**src/rtl/mb_alu_pkg.sv**
```systemverilog
// rtl/mb_alu_pkg.sv - op encodings, ALU commands and FSM states for mb_alu_seq
package mb_alu_pkg;

    localparam int LEN_W = 3;

    localparam logic [1:0] OP_ADD = 2'b00;
    localparam logic [1:0] OP_LSH = 2'b01;
    localparam logic [1:0] OP_RSH = 2'b10;
    localparam logic [1:0] OP_RSV = 2'b11;

    localparam logic [3:0] CMD_ADD = 4'b0000;
    localparam logic [3:0] CMD_LSH = 4'b0001;
    localparam logic [3:0] CMD_RSH = 4'b0010;
    localparam logic [3:0] CMD_MOV = 4'b0011;

    typedef enum logic [2:0] {
        IDLE = 3'd0,
        RD_A = 3'd1,
        RD_B = 3'd2,
        EXEC = 3'd3,
        DONE = 3'd4
    } state_e;

endpackage

```
**src/rtl/mb_alu_seq.sv**
```systemverilog
// rtl/mb_alu_seq.sv - multi-byte add/shift sequencer driving an 8-bit ALU
//
// Ports: clk/reset (sync, active-high); start/op/len/cin/base_a/base_b/base_d
// request; busy/done/err/cout/zero status; mem_addr/mem_rd_data/mem_wr_en/
// mem_wr_data data-memory port; alu_cmd/alu_ina/alu_inb/alu_sc_i/alu_rslt/
// alu_sc_o ALU port. Each byte takes RD_A, RD_B, EXEC (3 cycles).
module mb_alu_seq
    import mb_alu_pkg::*;
#(
    parameter int MAX_BYTES = 4,
    parameter int AW        = 8
) (
    input  logic          clk,
    input  logic          reset,
    input  logic          start,
    input  logic [1:0]    op,
    input  logic [2:0]    len,
    input  logic          cin,
    input  logic [AW-1:0] base_a,
    input  logic [AW-1:0] base_b,
    input  logic [AW-1:0] base_d,
    output logic          busy,
    output logic          done,
    output logic          err,
    output logic          cout,
    output logic          zero,
    output logic [AW-1:0] mem_addr,
    input  logic [7:0]    mem_rd_data,
    output logic          mem_wr_en,
    output logic [7:0]    mem_wr_data,
    output logic [3:0]    alu_cmd,
    output logic [7:0]    alu_ina,
    output logic [7:0]    alu_inb,
    output logic          alu_sc_i,
    input  logic [7:0]    alu_rslt,
    input  logic          alu_sc_o
);

    localparam logic [LEN_W-1:0] MAX_LEN = LEN_W'(MAX_BYTES);

    state_e           state_q, state_d;
    logic [1:0]       op_q, op_d;
    logic [LEN_W-1:0] len_q, len_d;
    logic [LEN_W-1:0] idx_q, idx_d;
    logic [AW-1:0]    base_a_q, base_a_d;
    logic [AW-1:0]    base_b_q, base_b_d;
    logic [AW-1:0]    base_d_q, base_d_d;
    logic [7:0]       a_q, a_d;
    logic [7:0]       b_q, b_d;
    logic             carry_q, carry_d;
    logic             zero_q, zero_d;
    logic             err_q, err_d;

    logic             bad_req;
    logic             last_byte;
    logic [AW-1:0]    idx_ext;

    assign bad_req   = (op == OP_RSV) || (len == '0) || (len > MAX_LEN);
    // Right shift walks MSB first, so its last byte is index 0.
    assign last_byte = (op_q == OP_RSH) ? (idx_q == '0) : (idx_q == len_q - 1'b1);
    assign idx_ext   = AW'(idx_q);

    // Status flags hold their last result until the next accepted start.
    assign cout = carry_q;
    assign zero = zero_q;

    always_comb begin
        state_d     = state_q;
        op_d        = op_q;
        len_d       = len_q;
        idx_d       = idx_q;
        base_a_d    = base_a_q;
        base_b_d    = base_b_q;
        base_d_d    = base_d_q;
        a_d         = a_q;
        b_d         = b_q;
        carry_d     = carry_q;
        zero_d      = zero_q;
        err_d       = err_q;
        busy        = 1'b0;
        done        = 1'b0;
        err         = 1'b0;
        mem_addr    = '0;
        mem_wr_en   = 1'b0;
        mem_wr_data = 8'h00;
        alu_cmd     = CMD_MOV;
        alu_ina     = 8'h00;
        alu_inb     = 8'h00;
        alu_sc_i    = 1'b0;

        unique case (state_q)
            IDLE: begin
                if (start) begin
                    op_d     = op;
                    len_d    = len;
                    base_a_d = base_a;
                    base_b_d = base_b;
                    base_d_d = base_d;
                    carry_d  = cin;
                    zero_d   = 1'b1;
                    err_d    = bad_req;
                    idx_d    = (op == OP_RSH) ? len - 1'b1 : '0;
                    state_d  = bad_req ? DONE : RD_A;
                end
            end
            RD_A: begin
                busy     = 1'b1;
                mem_addr = base_a_q + idx_ext;
                a_d      = mem_rd_data;
                state_d  = RD_B;
            end
            RD_B: begin
                // Taken for shifts too so every byte costs three cycles.
                busy     = 1'b1;
                mem_addr = base_b_q + idx_ext;
                b_d      = mem_rd_data;
                state_d  = EXEC;
            end
            EXEC: begin
                busy = 1'b1;
                unique case (op_q)
                    OP_LSH:  alu_cmd = CMD_LSH;
                    OP_RSH:  alu_cmd = CMD_RSH;
                    default: alu_cmd = CMD_ADD;
                endcase
                alu_ina     = a_q;
                alu_inb     = b_q;
                alu_sc_i    = carry_q;
                mem_addr    = base_d_q + idx_ext;
                mem_wr_en   = 1'b1;
                mem_wr_data = alu_rslt;
                carry_d     = alu_sc_o;
                zero_d      = zero_q & (alu_rslt == 8'h00);
                idx_d       = (op_q == OP_RSH) ? idx_q - 1'b1 : idx_q + 1'b1;
                state_d     = last_byte ? DONE : RD_A;
            end
            DONE: begin
                done    = 1'b1;
                err     = err_q;
                state_d = IDLE;
            end
            default: state_d = IDLE;
        endcase
    end

    always_ff @(posedge clk) begin
        if (reset) begin
            state_q  <= IDLE;
            op_q     <= OP_ADD;
            len_q    <= '0;
            idx_q    <= '0;
            base_a_q <= '0;
            base_b_q <= '0;
            base_d_q <= '0;
            a_q      <= 8'h00;
            b_q      <= 8'h00;
            carry_q  <= 1'b0;
            zero_q   <= 1'b0;
            err_q    <= 1'b0;
        end else begin
            state_q  <= state_d;
            op_q     <= op_d;
            len_q    <= len_d;
            idx_q    <= idx_d;
            base_a_q <= base_a_d;
            base_b_q <= base_b_d;
            base_d_q <= base_d_d;
            a_q      <= a_d;
            b_q      <= b_d;
            carry_q  <= carry_d;
            zero_q   <= zero_d;
            err_q    <= err_d;
        end
    end

endmodule

```
**config.mk**
```make
export PLATFORM = sky130hd
export DESIGN_NAME = mb_alu_seq
export DESIGN_NICKNAME = d
export VERILOG_FILES = /design/src/rtl/mb_alu_pkg.sv /design/src/rtl/mb_alu_seq.sv
export SDC_FILE = /design/constraint.sdc
export NUM_CORES = 1
export LEC_CHECK = 0
export CAP_MARGIN = 25
export CORE_ASPECT_RATIO = 1.5
export CORE_MARGIN = 8
export CORE_UTILIZATION = 40
export CTS_BUF_LIST = sky130_fd_sc_hd__clkbuf_8
export CTS_CLUSTER_DIAMETER = 120
export DETAILED_ROUTE_END_ITERATION = 8
export GPL_ROUTABILITY_DRIVEN = 0
export GPL_TIMING_DRIVEN = 0
export PLACE_DENSITY_LB_ADDON = 0.2
export SYNTH_ARGS = -nofsm -noshare
export SYNTH_HDL_FRONTEND = slang
export SYNTH_SLANG_ARGS = --single-unit
```
**constraint.sdc**
```tcl
create_clock -name clk -period 2.7 [get_ports clk]
set_input_delay 0.27 -clock clk [delete_from_list [all_inputs] [get_ports clk]]
set_output_delay 0.27 -clock clk [all_outputs]
set_load 0.05 [all_outputs]
```
# Word-level counts from Yosys, hierarchy flattened
# Index checks and enable logic that the tools add are counted.
[totals]
word_cells = 65
input_bits = 50
out_inout_bits = 43
regBits = 54
[classes]
n_lt_le_gt_ge = 1
addsub = 7
n_reduce_logical = 10
muxes = 24
n_eq_ne = 10
bitwise = 1
[op_table]
columns = ["operator", "n"]
rows = [
  ["8-bit by 3-bit adder with 8-bit output", 3],
  ["8-bit 2-to-1 mux", 3],
  ["8-bit one-hot mux with 3 select lines", 1],
  ["3-bit 2-to-1 mux", 6],
  ["3-bit one-hot mux with 4 select lines", 1],
  ["3-bit logical NOT", 3],
  ["3-bit by 1-bit subtractor with 3-bit output (second input constant)", 3],
  ["8-bit logical NOT", 1],
  ["1-bit 2-to-1 mux", 8],
  ["2-bit == test (second input constant)", 3],
  ["3-bit by 2-bit == test with 1-bit output (second input constant)", 2],
  ["3-bit one-hot mux with 2 select lines", 1],
  ["1-bit one-hot mux with 2 select lines", 2],
  ["2-bit one-hot mux with 2 select lines", 1],
  ["2-bit AND reduction", 2],
  ["3-bit by 1-bit adder with 3-bit output (second input constant)", 1],
  ["3-bit by 1-bit == test with 1-bit output (second input constant)", 1],
  ["3-bit == test", 1],
  ["3-bit == test (second input constant)", 1],
  ["3-bit greater-than comparator (second input constant)", 1],
  ["3-bit OR reduction", 1],
  ["2-bit by 1-bit == test with 1-bit output (second input constant)", 1],
  ["1-bit logical OR", 2],
  ["2-bit 2-to-1 mux", 1],
  ["3 further kinds", 3],
]

# Depth between registers and ports, before layout
# Gate-level depths: netlist (run 1).
[depth]
depth_word = 6
ltp_mapped = 14

# Worst setup path before layout (run 1)
# No wires, ideal clock.
[synth_path]
path_type = "register to output"
start = "register state_q[1]"
end = "output port mem_addr[6]"
path_buffers = 3
slack_ps = -501
t_arrival_ps = 2931
path_stages_with_launch = 15
path_cell_list = "dfxtp_1 buf_6 nor2b_4 buf_6 clkbuf_1 nor2_1 a21oi_1 ha_1 inv_1 fa_1 inv_1 a21oi_1 nor4_2 xor2_1 nor2_1"
[synth_via]
elab_chain_len = 2
[synth_lines]
columns = ["item", "line", "source"]
rows = [
  ["start: declaration", "mb_alu_seq.sv:41", "state_e state_q, state_d;"],
  ["start signal: assignment", "mb_alu_seq.sv:161", "state_q <= state_d;"],
  ["3-bit by 2-bit == test with 1-bit output or 3-bit by 1-bit == test with 1-bit output (tied branches)", "mb_alu_seq.sv:91", "unique case (state_q)"],
  ["8-bit one-hot mux with 3 select lines (*)", "mb_alu_seq.sv:91", ""],
  ["end: declaration", "mb_alu_seq.sv:27", "output logic [AW-1:0] mem_addr,"],
]
# Every way passes the cells marked *; elsewhere a longest branch is shown, timed or not.

# Final worst setup path (run 1)
[layout_path]
start = "register state_q[2]"
end = "output port mem_addr[6]"
# The elaborated chain is that of the path after synthesis.

==> results of run 1 <==
## per-layer routing
layer / vias to the layer above / share of wire, % / global-route usage (%)
met4: 0 / 1.8 / 5.82
met5: - / 0 / 0
met2: 84 / 51 / 30.4
li1: 1364 / - / -
met3: 11 / 5.2 / 3.61
met1: 1242 / 42 / 17.2
## cells in the mapped netlist (3+ instances only)
cell and instances:
nand3_1 3, buf_6 3, a211oi_1 3, xnor2_1 6, buf_2 6, o21ai_0 5, buf_4 3, nor2_1 32
ha_1 6, inv_1 11, clkbuf_1 15, dfxtp_1 54, nand2_1 64, xor2_1 8, a21oi_1 39, and3_1 26
or4_1 4, mux2i_1 23
## sequential cells by signal, summed over array words and instances, names as in the netlist
signal	cells
len_q	3
zero	1
b_q	8
state_q	3
cout	1
base_d_q	8
err_q	1
base_a_q	8
a_q	8
base_b_q	8
idx_q	3
op_q	2
## worst max-delay path, delay by kind of cell, from the launching register on
kind,cells,cell delay [ps]
buffers and inverters,4,450
xor gates and xnor gates,1,260
adders and majority gates,2,540
and+or+nand+nor,4,440
AOI/OAI and AO/OA,2,170
DFF,1,380
## where the power goes
part | internal, mW | switching [mW]
clock | 0.278 | 0.276
combinational | 0.425 | 0.576
sequential | 0.899 | 0.0667
## logic make-up (layout without fill, tap and decap cells)
logic type      after synthesis  count (layout)  share of synthesized area (%)
simple gates                146             146                           25.3
compound gates               54              54                           10.7
flops                        54              54                           38.4
buf+inv                      39             148                           6.67
mux                          28              28                           10.3
xor+xnor                     14              14                           4.36
fa+ha+maj                     8               8                           4.09
other cells                   1               2                          0.133
## stage by stage
stage	util, %	cell area [um2]	cells
global placement	56.0	3830	512
floorplan	-	2850	345
global route	60.3	4130	532
detailed placement	56.0	3830	512
CTS	59.0	4040	526
finish	60.3	4130	532
## final cells by class
cell class / instances / area, um2 / area share (%)
Multi-Input combinational cell: 252 / 1630 / 39.4
Sequential cell: 54 / 1090 / 26.4
Timing Repair Buffer: 106 / 1030 / 24.9
Buffer: 22 / 131 / 3.18
Tap cell: 78 / 97.6 / 2.36
Clock buffer: 5 / 68.8 / 1.67
Inverter: 12 / 45.0 / 1.09
Clock inverter: 3 / 43.8 / 1.06
## path summary, 6_finish.rpt
| path | start | end | slack (ps) |
|---|---|---|---|
| hold / removal | reset | idx_q[2] | 370 |
| setup / recovery | state_q[2] | mem_addr[6] | -140 |
| setup reg to reg | state_q[0] | idx_q[2] | 960 |
| hold reg to reg | base_b_q[5] | base_b_q[5] | 460 |
## repair_timing
item                                    4_1_cts  5_1_grt
setup buffers                                 8        9
endpoints found under the setup margin       29       19
hold endpoints to repair                      0        0
gates resized for setup                      76       17
pin swaps                                     8       10
==> results.ini, run 1 <==
[worst_setup_path]
slowest_stage = dfxtp_4
crit_arrival_ps = 2570
crit_type = reg -> out
reg2regPathDepth = 5
cp-start-kind = flop
end_kind = output port
cp_cell_sequence = nor2b_4, clkbuf_16, nor2_4, a21oi_2, ha_2, inv_2, fa_2, inv_2, a21oi_4, nor4_2, xor2_1, nor2_4, buf_8
cp_max_fo = 7
slowest_delay_ps = 380
crit_required_ps = 2430

[cts]
clockBufferDepth = 2
cts_tree = yes
cts_buffers = 5
cts_root_buf = clkbuf_8
clk_pin_slew_ps = 100
clock-sinks = 54
hold_buffers = 0
worstSkewPairLatency_ps = 310
cts_max_level = 2

[drt]
drc = 0
drt_iter0_markers = 161
wl_per_cell_um = 15.8
dr.pass1.iters = 4
ant_nets = 0
wl_mm = 8.39
viasPerCell = 5.08
vias = 2701

[synthesis]
ys_warn_count = 0
syn_area_um2 = 2810
synth-main-ff-cell = dfxtp_1
synthTopCellsByArea = dfxtp_1 38%, nand2_1 8.5%, mux2i_1 8.2%
ys_seq_area_share_pct = 38.4
async_flop_share_pct = 0
synth-edff-count = 0
ys_ff_latch = 54
synth_top_cell_by_area = dfxtp_1
synth_cell_type_count = 44
synth_area_per_cell_um2 = 8.18
synth_top_area_share_pct = 38.4
postSynthCellCount = 344

[die]
die-area_um2 = 10000
io_pins = 93
start_util_pct = 41.1
coreArea_um2 = 6850
die_height_um = 119
row_count = 37
chipWidth_um = 84.5

[finish]
fin_nets = 511
fillers = 641
layout-drive-gt1-share_pct = 16.3
layout.cells.most_common_list = 64 x nand2_1, 64 x clkdlybuf4s50_1, 51 x dfxtp_1
diodes = 0
area_delta_synth_final_pct = 46.9

[run]
maxCapViolations = 0

[sta]
worst_slew_pin_slew_ps = 559
hold_viol_final = 0
fin_setup_tns_ps = -268
setup-violations-final = 3
postLayoutSetupSlackWorst_ps = -137
period_share_pct = 105
hold_slack_ps = 372
slew_headroom_pct = 62.8
fin_skew_ps = 6.98
final_max_slew_viol_count = 0
fin_crit_ps = 2840
fmax_mhz = 353
grt_setup_unrepaired = true

[global_routing]
grt_pass1_vias = 2841
antenna_found_initial = 0
track_usage_pct = 16.3
grt_max_degree = 18
grt_pass1_wl_mm = 13.4
overflow = 0

[power_and_ir_drop]
leakage_nw = 1.84
p_total_mw = 2.52
ir_drop_mv = 0.446
power_density_nw_per_um2 = 610

[placed_design]
portBuffers = 89
place_ws_ps = -830
dp_hpwl_mm = 6.44

[run_status]
status = complete, but fails checks
violations = setup timing

[worst_hold_path]
hold_depth = 2
min_path_type = in -> reg

Note: power is estimated with default switching activity, not from simulation.
==> inputs of run 2 (changes only) <==
--- a/config.mk
+++ b/config.mk
@@ -5,14 +5,12 @@
 export SDC_FILE = /design/constraint.sdc
 export NUM_CORES = 1
 export LEC_CHECK = 0
-export CAP_MARGIN = 25
 export CORE_ASPECT_RATIO = 1.5
 export CORE_MARGIN = 8
 export CORE_UTILIZATION = 40
 export CTS_BUF_LIST = sky130_fd_sc_hd__clkbuf_8
 export CTS_CLUSTER_DIAMETER = 120
 export DETAILED_ROUTE_END_ITERATION = 8
-export GPL_ROUTABILITY_DRIVEN = 0
 export GPL_TIMING_DRIVEN = 0
 export PLACE_DENSITY_LB_ADDON = 0.2
 export SYNTH_ARGS = -nofsm -noshare
==> results of run 2 <==
The final DEF is identical to that of run 1; final timing and power are the same.
